==> config.mk <==
export PLATFORM = sky130hd
export DESIGN_NAME = instr_decoder
export DESIGN_NICKNAME = d
export VERILOG_FILES = /design/src/rtl/uproc_pkg.sv /design/src/rtl/onehot_dec2to4.sv /design/src/rtl/instr_decoder.sv
export SDC_FILE = /design/constraint.sdc
export NUM_CORES = 1
export LEC_CHECK = 0
export ABC_AREA = 1
export CORE_ASPECT_RATIO = 0.7
export CORE_MARGIN = 3
export CORE_UTILIZATION = 41
export CTS_BUF_LIST = sky130_fd_sc_hd__clkbuf_16
export DETAILED_ROUTE_END_ITERATION = 6
export PLACE_DENSITY = 0.82
export RECOVER_POWER = 100
export REMOVE_ABC_BUFFERS = 1
export SLEW_MARGIN = 20
export SYNTH_ARGS = -nofsm -noshare
export SYNTH_HDL_FRONTEND = slang
export SYNTH_SLANG_ARGS = --single-unit
==> constraint.sdc <==
create_clock -name clk -period 1.09 [get_ports clk]
set_input_delay 0.109 -clock clk [delete_from_list [all_inputs] [get_ports clk]]
set_output_delay 0.109 -clock clk [all_outputs]
set_load 0.05 [all_outputs]
==> src/rtl/uproc_pkg.sv <==
`default_nettype none
// +--------------------------------------------------------------------------+
// | uproc_pkg                                                                |
// | Shared opcode constants, ALU-op and decoder-state encodings of the uProc |
// | Revision: 1.0                                                            |
// +--------------------------------------------------------------------------+
package uproc_pkg;

   localparam logic [7:0] c_INSTR_NOP  = 8'h00;
   localparam logic [7:0] c_INSTR_HLT  = 8'h0F;
   localparam logic [7:0] c_INSTR_LDI  = 8'h80;
   localparam logic [7:0] c_INSTR_ADDI = 8'h90;

   localparam logic [3:0] c_OP_ST  = 4'h1;
   localparam logic [3:0] c_OP_LD  = 4'h2;
   localparam logic [3:0] c_OP_ADD = 4'h3;
   localparam logic [3:0] c_OP_SUB = 4'h4;
   localparam logic [3:0] c_OP_AND = 4'h5;
   localparam logic [3:0] c_OP_OR  = 4'h6;
   localparam logic [3:0] c_OP_XOR = 4'h7;

   typedef enum logic [2:0] {
      ALU_PASSB = 3'd0,
      ALU_ADD   = 3'd1,
      ALU_SUB   = 3'd2,
      ALU_AND   = 3'd3,
      ALU_OR    = 3'd4,
      ALU_XOR   = 3'd5
   } alu_op_t;

   typedef enum logic [1:0] {
      ST_FETCH = 2'd0,
      ST_IMM   = 2'd1,
      ST_EXEC  = 2'd2,
      ST_HALT  = 2'd3
   } dec_state_t;

   // ALU operation for the register-operand opcodes (LD passes Rr through)
   function automatic alu_op_t reg_alu_op(input logic [3:0] op);
      alu_op_t v_op;
      case (op)
         c_OP_LD:  v_op = ALU_PASSB;
         c_OP_ADD: v_op = ALU_ADD;
         c_OP_SUB: v_op = ALU_SUB;
         c_OP_AND: v_op = ALU_AND;
         c_OP_OR:  v_op = ALU_OR;
         c_OP_XOR: v_op = ALU_XOR;
         default:  v_op = ALU_PASSB;
      endcase
      return v_op;
   endfunction

endpackage
`default_nettype wire

==> src/rtl/onehot_dec2to4.sv <==
`default_nettype none
// +--------------------------------------------------------------------------+
// | onehot_dec2to4                                                           |
// | Combinational 2-to-4 one-hot decoder for the register select            |
// | Revision: 1.0                                                            |
// +--------------------------------------------------------------------------+
module onehot_dec2to4
(
   input  logic [1:0] sel,
   output logic [3:0] onehot
);

   for (genvar i = 0; i < 4; i++) begin : g_bit
      assign onehot[i] = (sel == 2'(i));
   end

endmodule
`default_nettype wire

==> src/rtl/instr_decoder.sv <==
`default_nettype none
// +--------------------------------------------------------------------------+
// | instr_decoder                                                            |
// | Decode stage: valid/ready byte intake, immediate capture, one cycle of   |
// | registered register-file / ALU / accumulator control.                    |
// | Revision: 1.0                                                            |
// +--------------------------------------------------------------------------+
module instr_decoder
   import uproc_pkg::*;
(
   input  logic       clk,
   input  logic       Reset,
   input  logic [7:0] Instr,
   input  logic       InstrValid,
   output logic       InstrReady,
   output logic [3:0] RegX,
   output logic       RegCE,
   output logic [2:0] AluOp,
   output logic       AluSrcImm,
   output logic [7:0] Imm,
   output logic       AkuCE,
   output logic       Illegal,
   output logic       Halted
);

   dec_state_t r_state, w_state_nxt;
   logic [3:0] r_regx, w_regx;
   logic       r_regce, w_regce;
   alu_op_t    r_aluop, w_aluop;
   logic       r_srcimm, w_srcimm;
   logic       r_akuce, w_akuce;
   logic       r_illegal, w_illegal;
   logic       r_halted;
   logic [7:0] r_imm, w_imm;
   logic       r_is_addi, w_is_addi;

   logic [3:0] w_onehot;
   logic [3:0] w_opcode;
   logic       w_regop_ok;

   assign w_opcode   = Instr[7:4];
   // opcodes 1..7 are register ops and need Instr[3:2] == 0
   assign w_regop_ok = !Instr[7] && (Instr[6:4] != 3'd0) && (Instr[3:2] == 2'b00);

   onehot_dec2to4 u_regsel (
      .sel    (Instr[1:0]),
      .onehot (w_onehot)
   );

   always_comb begin
      w_state_nxt = r_state;
      w_regx      = 4'b0000;
      w_regce     = 1'b0;
      w_aluop     = ALU_PASSB;
      w_srcimm    = 1'b0;
      w_akuce     = 1'b0;
      w_illegal   = 1'b0;
      w_imm       = r_imm;
      w_is_addi   = r_is_addi;
      case (r_state)
         ST_FETCH: begin
            if (InstrValid) begin
               w_state_nxt = ST_EXEC;
               if (Instr == c_INSTR_HLT) begin
                  w_state_nxt = ST_HALT;
               end else if (Instr == c_INSTR_LDI || Instr == c_INSTR_ADDI) begin
                  w_state_nxt = ST_IMM;
                  w_is_addi   = (Instr == c_INSTR_ADDI);
               end else if (w_regop_ok) begin
                  w_regx = w_onehot;
                  if (w_opcode == c_OP_ST) begin
                     w_regce = 1'b1;
                  end else begin
                     w_akuce = 1'b1;
                     w_aluop = reg_alu_op(w_opcode);
                  end
               end else if (Instr != c_INSTR_NOP) begin
                  w_illegal = 1'b1;
               end
            end
         end
         ST_IMM: begin
            if (InstrValid) begin
               w_state_nxt = ST_EXEC;
               w_imm       = Instr;
               w_srcimm    = 1'b1;
               w_akuce     = 1'b1;
               w_aluop     = r_is_addi ? ALU_ADD : ALU_PASSB;
            end
         end
         ST_EXEC: w_state_nxt = ST_FETCH;
         ST_HALT: w_state_nxt = ST_HALT;
         default: w_state_nxt = ST_FETCH;
      endcase
   end

   always_ff @(posedge clk or posedge Reset) begin
      if (Reset) begin
         r_state   <= ST_FETCH;
         r_regx    <= 4'b0000;
         r_regce   <= 1'b0;
         r_aluop   <= ALU_PASSB;
         r_srcimm  <= 1'b0;
         r_akuce   <= 1'b0;
         r_illegal <= 1'b0;
         r_halted  <= 1'b0;
         r_imm     <= 8'h00;
         r_is_addi <= 1'b0;
      end else begin
         r_state   <= w_state_nxt;
         r_regx    <= w_regx;
         r_regce   <= w_regce;
         r_aluop   <= w_aluop;
         r_srcimm  <= w_srcimm;
         r_akuce   <= w_akuce;
         r_illegal <= w_illegal;
         r_halted  <= (w_state_nxt == ST_HALT);
         r_imm     <= w_imm;
         r_is_addi <= w_is_addi;
      end
   end

   assign InstrReady = (r_state == ST_FETCH) || (r_state == ST_IMM);
   assign RegX       = r_regx;
   assign RegCE      = r_regce;
   assign AluOp      = r_aluop;
   assign AluSrcImm  = r_srcimm;
   assign Imm        = r_imm;
   assign AkuCE      = r_akuce;
   assign Illegal    = r_illegal;
   assign Halted     = r_halted;

endmodule
`default_nettype wire

==> results of run 1 <==
==> registers in the layout, summed over array words and instances, names as in the netlist <==
signal,flops
AluOp,3
Illegal,1
Imm,8
AluSrcImm,1
r_state,2
AkuCE,1
r_is_addi,1
RegX,4
Halted,1
RegCE,1
==> worst min-delay path: cells and delay by family <==
| family | cells | cell delay (ns) |
|---|---|---|
| simple gates | 2 | 0.13 |
| buf+inv | 1 | 0.28 |
==> per-layer routing <==
metal | up-vias | track usage | part of all wire
met5 | - | 0 | 0
met1 | 521 | 0.262 | 0.39
met3 | 12 | 0.0648 | 0.092
met4 | 0 | 0.0946 | 0.032
li1 | 472 | - | -
met2 | 77 | 0.364 | 0.49
==> path summary, 6_finish.rpt <==
| kind | to | slack [ns] | cells past startpoint |
|---|---|---|---|
| hold reg to reg | Imm[1] | 0.51 | 2 |
| hold / removal | RegX[2] | 0.30 | 3 |
| setup / recovery | Imm[0] | -0.12 | 6 |
| setup reg to reg | Imm[0] | -0.12 | 6 |
| min in group asynchronous | AluOp[1] | 0.46 | 3 |
| max in group asynchronous | r_state[0] | 0.26 | 3 |
==> logic make-up after synthesis <==
group	count (synthesis)	synth area share
AOI/OAI and AO/OA	13	0.0620
DFF	23	0.548
buffers and inverters	21	0.0775
and+or+nand+nor	58	0.312
==> cells in the final DEF, fill, tap and decap left out <==
cell type / count
nand4_1: 3
clkbuf_4: 1
nor2_4: 3
nor3_1: 2
clkbuf_2: 18
buf_12: 2
clkdlybuf4s50_1: 1
clkbuf_16: 3
buf_6: 5
nand2_2: 6
nor2_1: 3
o21ai_0: 2
o21ai_1: 10
dfrtp_1: 23
inv_2: 10
nor2_2: 11
nand4_4: 1
nor3_2: 2
inv_4: 1
o21ai_2: 1
nand3_1: 4
inv_1: 7
buf_2: 3
nand2_4: 3
dlygate4sd3_1: 1
dlygate4sd2_1: 8
nand2_1: 20
buf_4: 17
clkinv_2: 1
==> power breakdown <==
part / internal [mW] / leakage (nW) / total (mW) / switching, mW
Clock: 0.493 / 0.0409 / 0.780 / 0.287
Combinational: 0.684 / 0.536 / 2.09 / 1.40
Sequential: 1.08 / 0.301 / 1.21 / 0.130
Total: 2.25 / 0.878 / 4.07 / 1.82
==> timing repair <==
item                                    CTS  global route
resized for setup                        23             5
buffers inserted                          6             1
endpoints found under the setup margin   18            22
pin swaps                                 7             2
gates cloned                              1             0
==> through the flow <==
step	hold WS (ns)	std cells
after floorplan	0.111	112
after global routing	0.296	204
after detailed placement	0.491	192
after CTS	0.231	203
after global placement	0.448	192
final	0.298	204
==> layout make-up <==
type,count,area share
multi-input combinational,71,0.260
timing repair buffer,56,0.265
clock buffer,3,0.0466
clock inverter,1,0.00311
inverter,18,0.0435
tap,32,0.0248
sequential,23,0.357
==> summary.txt, run 1 <==
Critical path
  • Arrival time at the worst endpoint: around 1.3 ns
  • Cells along the critical path: inv_2 -> nor2_2 -> nand2_2 -> clkbuf_4 -> nand2_1 -> o21ai_1
  • Crit path max-delay family: flip-flops
  • Critical path peak fanout: 10
  • Crit Reg-Reg Startpoint: r_state[0]
  • CP Launch Type: register
  • Crit path launch: r_state[0]
  • Setup CP Type: register to register
  • CP max stage delay: 0.38 ns
  • Crit. End Element: register
  • Critical path required time: 1.22 ns
  • Highest-delay cell along the critical path: dfrtp_1
  • Buf+Inv Stages, Crit Path: 2

Timing
  • Slew Limit Fails: 0
  • Least-Margin Pin Slew: 0.552 ns
  • RSZ-0062 raised after global routing: yes
  • Period utilization: 1.11
  • Post-layout min period: 1.21 ns
  • Worst slew margin: 0.632
  • Hold Vio Cnt, Final: 0
  • Setup Total Neg Slack: -0.892 ns
  • # setup viols final: 19
  • Maximum clock rate: ~830 MHz
  • Final WS setup: -0.121 ns
  • Setup Skew: slightly below 0.0008 ns

Logic synthesis
  • Count leader, synth: dfrtp_1
  • Yosys warns: 0
  • Yosys cell types: 17
  • Cells after Synth: 115
  • Top cells by area, synth: dfrtp_1 (55%), nand2_1 (7.9%), nor2_2 (6.0%)
  • EDFF count, synth: 0
  • Synth cell count leaders: dfrtp_1 (23), nand2_1 (22), nor2_2 (10), inv_1 (9), inv_2 (9)
  • FF+latch count, synth: 23
  • Post-synth top area share: 0.548
  • Syn Area/Cell: just over 9 sq um
  • Synth Flop Type: dfrtp_1
  • Yosys top cell by area: dfrtp_1
  • Sequential area share after synthesis: 0.548
  • Syn Std Cell Area: approximately 0.0010 sq mm
  • Asr flop ratio synth: 1.00

Outcome
  • Failing checks: setup timing
  • Status: finished with violations

Layout
  • Fill count: about 150
  • Area Growth Syn to Fin: 53.5%
  • Register area: around 580 sq um
  • Final instance area: 0.00161 sq mm
  • Area of the multi-input gates: ~420 sq um
  • Final core utilization: 0.702
  • Ant diodes: 0
  • Final net count: approximately 180
  • Fraction of layout cells with a size suffix above 1: 0.512

Clock tree
  • CTS tree: yes
  • Clk root buf: clkbuf_16
  • Clk sink count: 23
  • H-tree level count: 1
  • Max Root-Sink Buffers: 2
  • Clk slew on worst S/H paths: about 0.060 ns
  • # hold bufs at CTS: 0
  • Clk_lat worst skew: 0.26 ns
  • CTS Buf Count: 3

Min path
  • Hold path start: Instr[1]
  • Worst min-delay path class: input port to register

Route
  • DR vias: between 1000 and 1500
  • Final ANT Viol Nets: 0
  • DRT Wirelength: between 3000 and 4000 um
  • Wire per inst: around 17 um
  • DRC: 0
  • Via density: about 5.3
  • First-pass DRT Iterations: 4
  • 1st-iter DRT viols: 40

Placement
  • DP Worst Slack: -0.362 ns
  • Dpl hpwl: 1970 um
  • Placed cell area: 0.00175 sq mm
  • Final GP Congestion: ~0.9
  • Port bufs: 31

Global routing
  • Initial antenna violation count: 0
  • Wire length of the first global-routing pass: around 5300 um
  • Gr ovfl total: 0
  • Pin count of the biggest net entering global routing: 24
  • Vias in the first global route: approximately 1100
  • Tot GR Track Use: 0.219

Floorplanning
  • Die Width: roughly 66 um
  • Core area: approximately 0.0023 sq mm
  • IO Count: 32
  • Initial Util: 0.457
  • Full die area: 0.00321 sq mm
  • Die height: ~48 um
  • Floorplan row count: 14

Pwr
  • VDD IR-drop max: roughly 1.6 mV
  • Static Leakage: between 0.8 and 0.9 nW
  • Power Density: 2530 mW/mm^2
  • Power Total: about 4.1 mW

Flow run
  • Max Cap Viol: 0
Power figures use the tool's default switching activity.
==> run 2: changes to the inputs <==
Settings changed: CORE_UTILIZATION 41 to 45, PLACE_DENSITY 0.82 to 0.85.
Clock period 1.09 ns to 1.2 ns, I/O delays scaled along.
==> run 2 against run 1 <==
Effect of this change:
- via count is 5.6% higher
- sequential power shrank 5%
- design area shrank 2.6%
- clock skew up 0.0019 ns
- worst hold slack got worse by 0.073 ns
- power fell by 13%
- largest power group unchanged
- register-to-register slack improved by 0.10 ns
- clock-buffer cell count unchanged
- the run still ends with setup timing left
- worst setup slack better by 0.10 ns
==> summary.txt, run 2 (synthesis gave the netlist of run 1 again) <==
Min path
  • Worst min-delay path class: input port to register
  • Hold path start: Instr[1]
  • Hold Path End: RegX[2]
  • Hold Path Cell Cnt: 3 (unchanged)

Floorplanning
  • Die height: 46.4 um (-4.0%)
  • Die Width: 63.7 um (-4.1%)
  • Core area: 0.00203 sq mm (-11%)
  • IO Count: 32 (unchanged)
  • Initial Util: 0.516 (+0.0588)
  • Floorplan row count: 13 (-1)
  • Full die area: 0.00296 sq mm (-8.0%)

Pwr
  • Seq pwr share: 0.325 (+0.029)
  • Int Power: 1.86 mW (-17%)
  • Switching share of power: 0.471 (+0.0250)
  • Clock power share: 0.201 (+0.009)
  • Power Density: 2250 mW/mm^2 (-11%)
  • Gate power share: 0.475 (-0.037)
  • VDD IR-drop max: 1.56 mV (-4.7%)
  • Static Leakage: 0.866 nW (-1.4%)
  • Psw: 1.66 mW (-8.5%)

Clock tree
  • Clk sink count: 23 (unchanged)
  • Max Root-Sink Buffers: 2 (unchanged)
  • Clk slew on worst S/H paths: 0.06 ns (about the same)
  • CTS tree: yes
  • CTS Buf Count: 3 (unchanged)
  • # hold bufs at CTS: 0 (unchanged)
  • Clk_lat worst skew: 0.26 ns (about the same)
  • H-tree level count: 1 (unchanged)
  • Clk root buf: clkbuf_16

Route
  • 1st-iter DRT viols: 99 (+150%)
  • Wire per inst: 22.6 um (+30%)
  • First-pass DRT Iterations: 4 (unchanged)
  • Final ANT Viol Nets: 0 (unchanged)
  • DRC: 0 (unchanged)
  • DRT Wirelength: 4460 um (+25%)
  • DR vias: 1143 (+5.6%)
  • Via density: 5.80 (+9.4%)

Critical path
  • Buf+Inv Stages, Crit Path: 1 (-1)
  • Highest-delay cell along the critical path: dfrtp_1
  • Crit. End Element: register
  • Reg-to-Reg End: AluOp[2]
  • Setup CP Type: register to register
  • Arrival time at the worst endpoint: 1.40 ns (+0.06 ns)
  • CP Launch Type: register
  • Crit Reg-Reg Startpoint: r_state[0]
  • Crit path max-delay family: simple AND/OR/NAND/NOR gates
  • Worst Reg2Reg Path Length in Cells: 4 (-2)
  • CP max stage delay: 0.41 ns (+0.03 ns)
  • Critical path peak fanout: 7 (-3)
  • Setup slack, reg-to-reg: -0.02 ns (+0.10 ns)
  • Critical path required time: 1.38 ns (+0.16 ns)
  • Cells along the critical path: buf_6 -> nor2_4 -> nand4_4 -> nor2_2

Global routing
  • Initial antenna violation count: 0 (unchanged)
  • Gr ovfl total: 0 (unchanged)
  • Pin count of the biggest net entering global routing: 24 (unchanged)
  • Wire length of the first global-routing pass: 6510 um (+23%)
  • Vias in the first global route: 1148 (+3.9%)
  • Tot GR Track Use: 0.318 (+0.0984)

Layout
  • Final net count: 179 (-2.7%)
  • Area Growth Syn to Fin: 49.5%
  • Most frequent cells in the layout: dfrtp_1 (22), clkbuf_2 (21), nand2_1 (19)
  • Fraction of layout cells with a size suffix above 1: 0.515 (+0.00334)
  • Final core utilization: 0.772 (+0.0694)
  • Ant diodes: 0 (unchanged)
  • Commonest non-fill, non-tap cell in the layout: dfrtp_1
  • Post-route non-filler standard cell count: 197 (-3.4%)
  • Max reg flops: 8 (unchanged)

Timing
  • Setup Skew: 0.00263 ns (+0.00185 ns)
  • Maximum clock rate: 820 MHz (-0.74%)
  • # setup viols final: 3 (-16)
  • Least-Margin Pin Slew: 0.580 ns (+0.0275 ns)
  • Setup Total Neg Slack: -0.0496 ns (+0.842 ns)
  • Slew Limit Fails: 0 (unchanged)
  • Final WS setup: -0.0197 ns (+0.101 ns)
  • Worst slew margin: 0.613 (-0.0183)
  • Hold Vio Cnt, Final: 0 (unchanged)
  • RSZ-0062 raised after global routing: yes
  • Post-layout min period: 1.22 ns (+0.00901 ns)
  • Period utilization: 1.02 (-0.0943)

Outcome
  • Failing checks: setup timing
  • Status: finished with violations

Placement
  • Dpl hpwl: 2280 um (+16%)
  • Port bufs: 31 (unchanged)
  • Final GP Congestion: 0.942 (+3.9%)
  • Dpl cells: 185 (-3.6%)

Flow run
  • Max Cap Viol: 0 (unchanged)
run 2: layout make-up:
cell class | instances | area, sq um
sequential | 23 | 577
fill | 106 | 464
multi-input combinational | 71 | 423
timing repair buffer | 51 | 385
clock buffer | 3 | 75.1
inverter | 18 | 67.6
tap | 30 | 37.5
clock inverter | 1 | 3.75
run 2: power groups by stage:
stage / clock network (mW) / registers (mW) / logic (mW)
detailed placement: 0 / 1.21 / 1.97
global placement: 0 / 1.20 / 1.94
global route: 0.767 / 1.16 / 1.74
finish: 0.707 / 1.15 / 1.68
CTS: 0.718 / 1.21 / 2.01
floorplan: 0 / 1.69 / 0.434
run 2: worst max path at each step:
stage	startpoint	end	cells after the start
floorplan	r_state[1]	Halted	5
global placement	Instr[5]	RegX[3]	7
detailed placement	Instr[5]	AluOp[1]	7
CTS	Instr[1]	Halted	10
global route	r_state[0]	AluOp[2]	4
finish	r_state[0]	AluOp[2]	4
run 2: worst min-delay path, delay by kind of cell:
| family | cells | cell delay (ns) |
|---|---|---|
| buffers and inverters | 1 | 0.17 |
| and+or+nand+nor | 2 | 0.16 |
run 2: timing repair:
| item | 4_1_cts | 5_1_grt |
|---|---|---|
| pin swaps | 4 | 10 |
| gates cloned | 0 | 0 |
| resized for setup | 9 | 16 |
| setup buffers | 3 | 5 |
| hold endpoints to repair | 0 | 0 |
| endpoints found under the setup margin | 9 | 20 |
run 2: per-layer routing:
| layer | GRT usage | vias up | wire length, um |
|---|---|---|---|
| met5 | 0 | - | 0 |
| met4 | 0.206 | 0 | 338 |
| met3 | 0.0732 | 44 | 420 |
| met2 | 0.622 | 109 | 2190 |
| met1 | 0.314 | 532 | 1510 |
| li1 | - | 458 | - |
run 2: stage by stage:
| step | hold slack (ns) | worst slack [ns] | total power, mW | instance area [sq um] |
|---|---|---|---|---|
| final | 0.225 | -0.0197 | 3.53 | 1570 |
| after global routing | 0.216 | -0.0254 | 3.67 | 1570 |
| after CTS | 0.236 | 0.00177 | 3.94 | 1800 |
| after detailed placement | 0.505 | -0.337 | 3.18 | 1700 |
| after global placement | 0.478 | -0.194 | 3.13 | 1700 |
| after floorplan | 0.122 | 0.0250 | 2.12 | 1040 |
==> run 3: changes to the inputs <==
Settings changed: ABC_CLOCK_PERIOD_IN_PS set to 1200.
==> results of run 3 <==
Same layout as run 2: the final DEF is identical, and so are final timing and power.
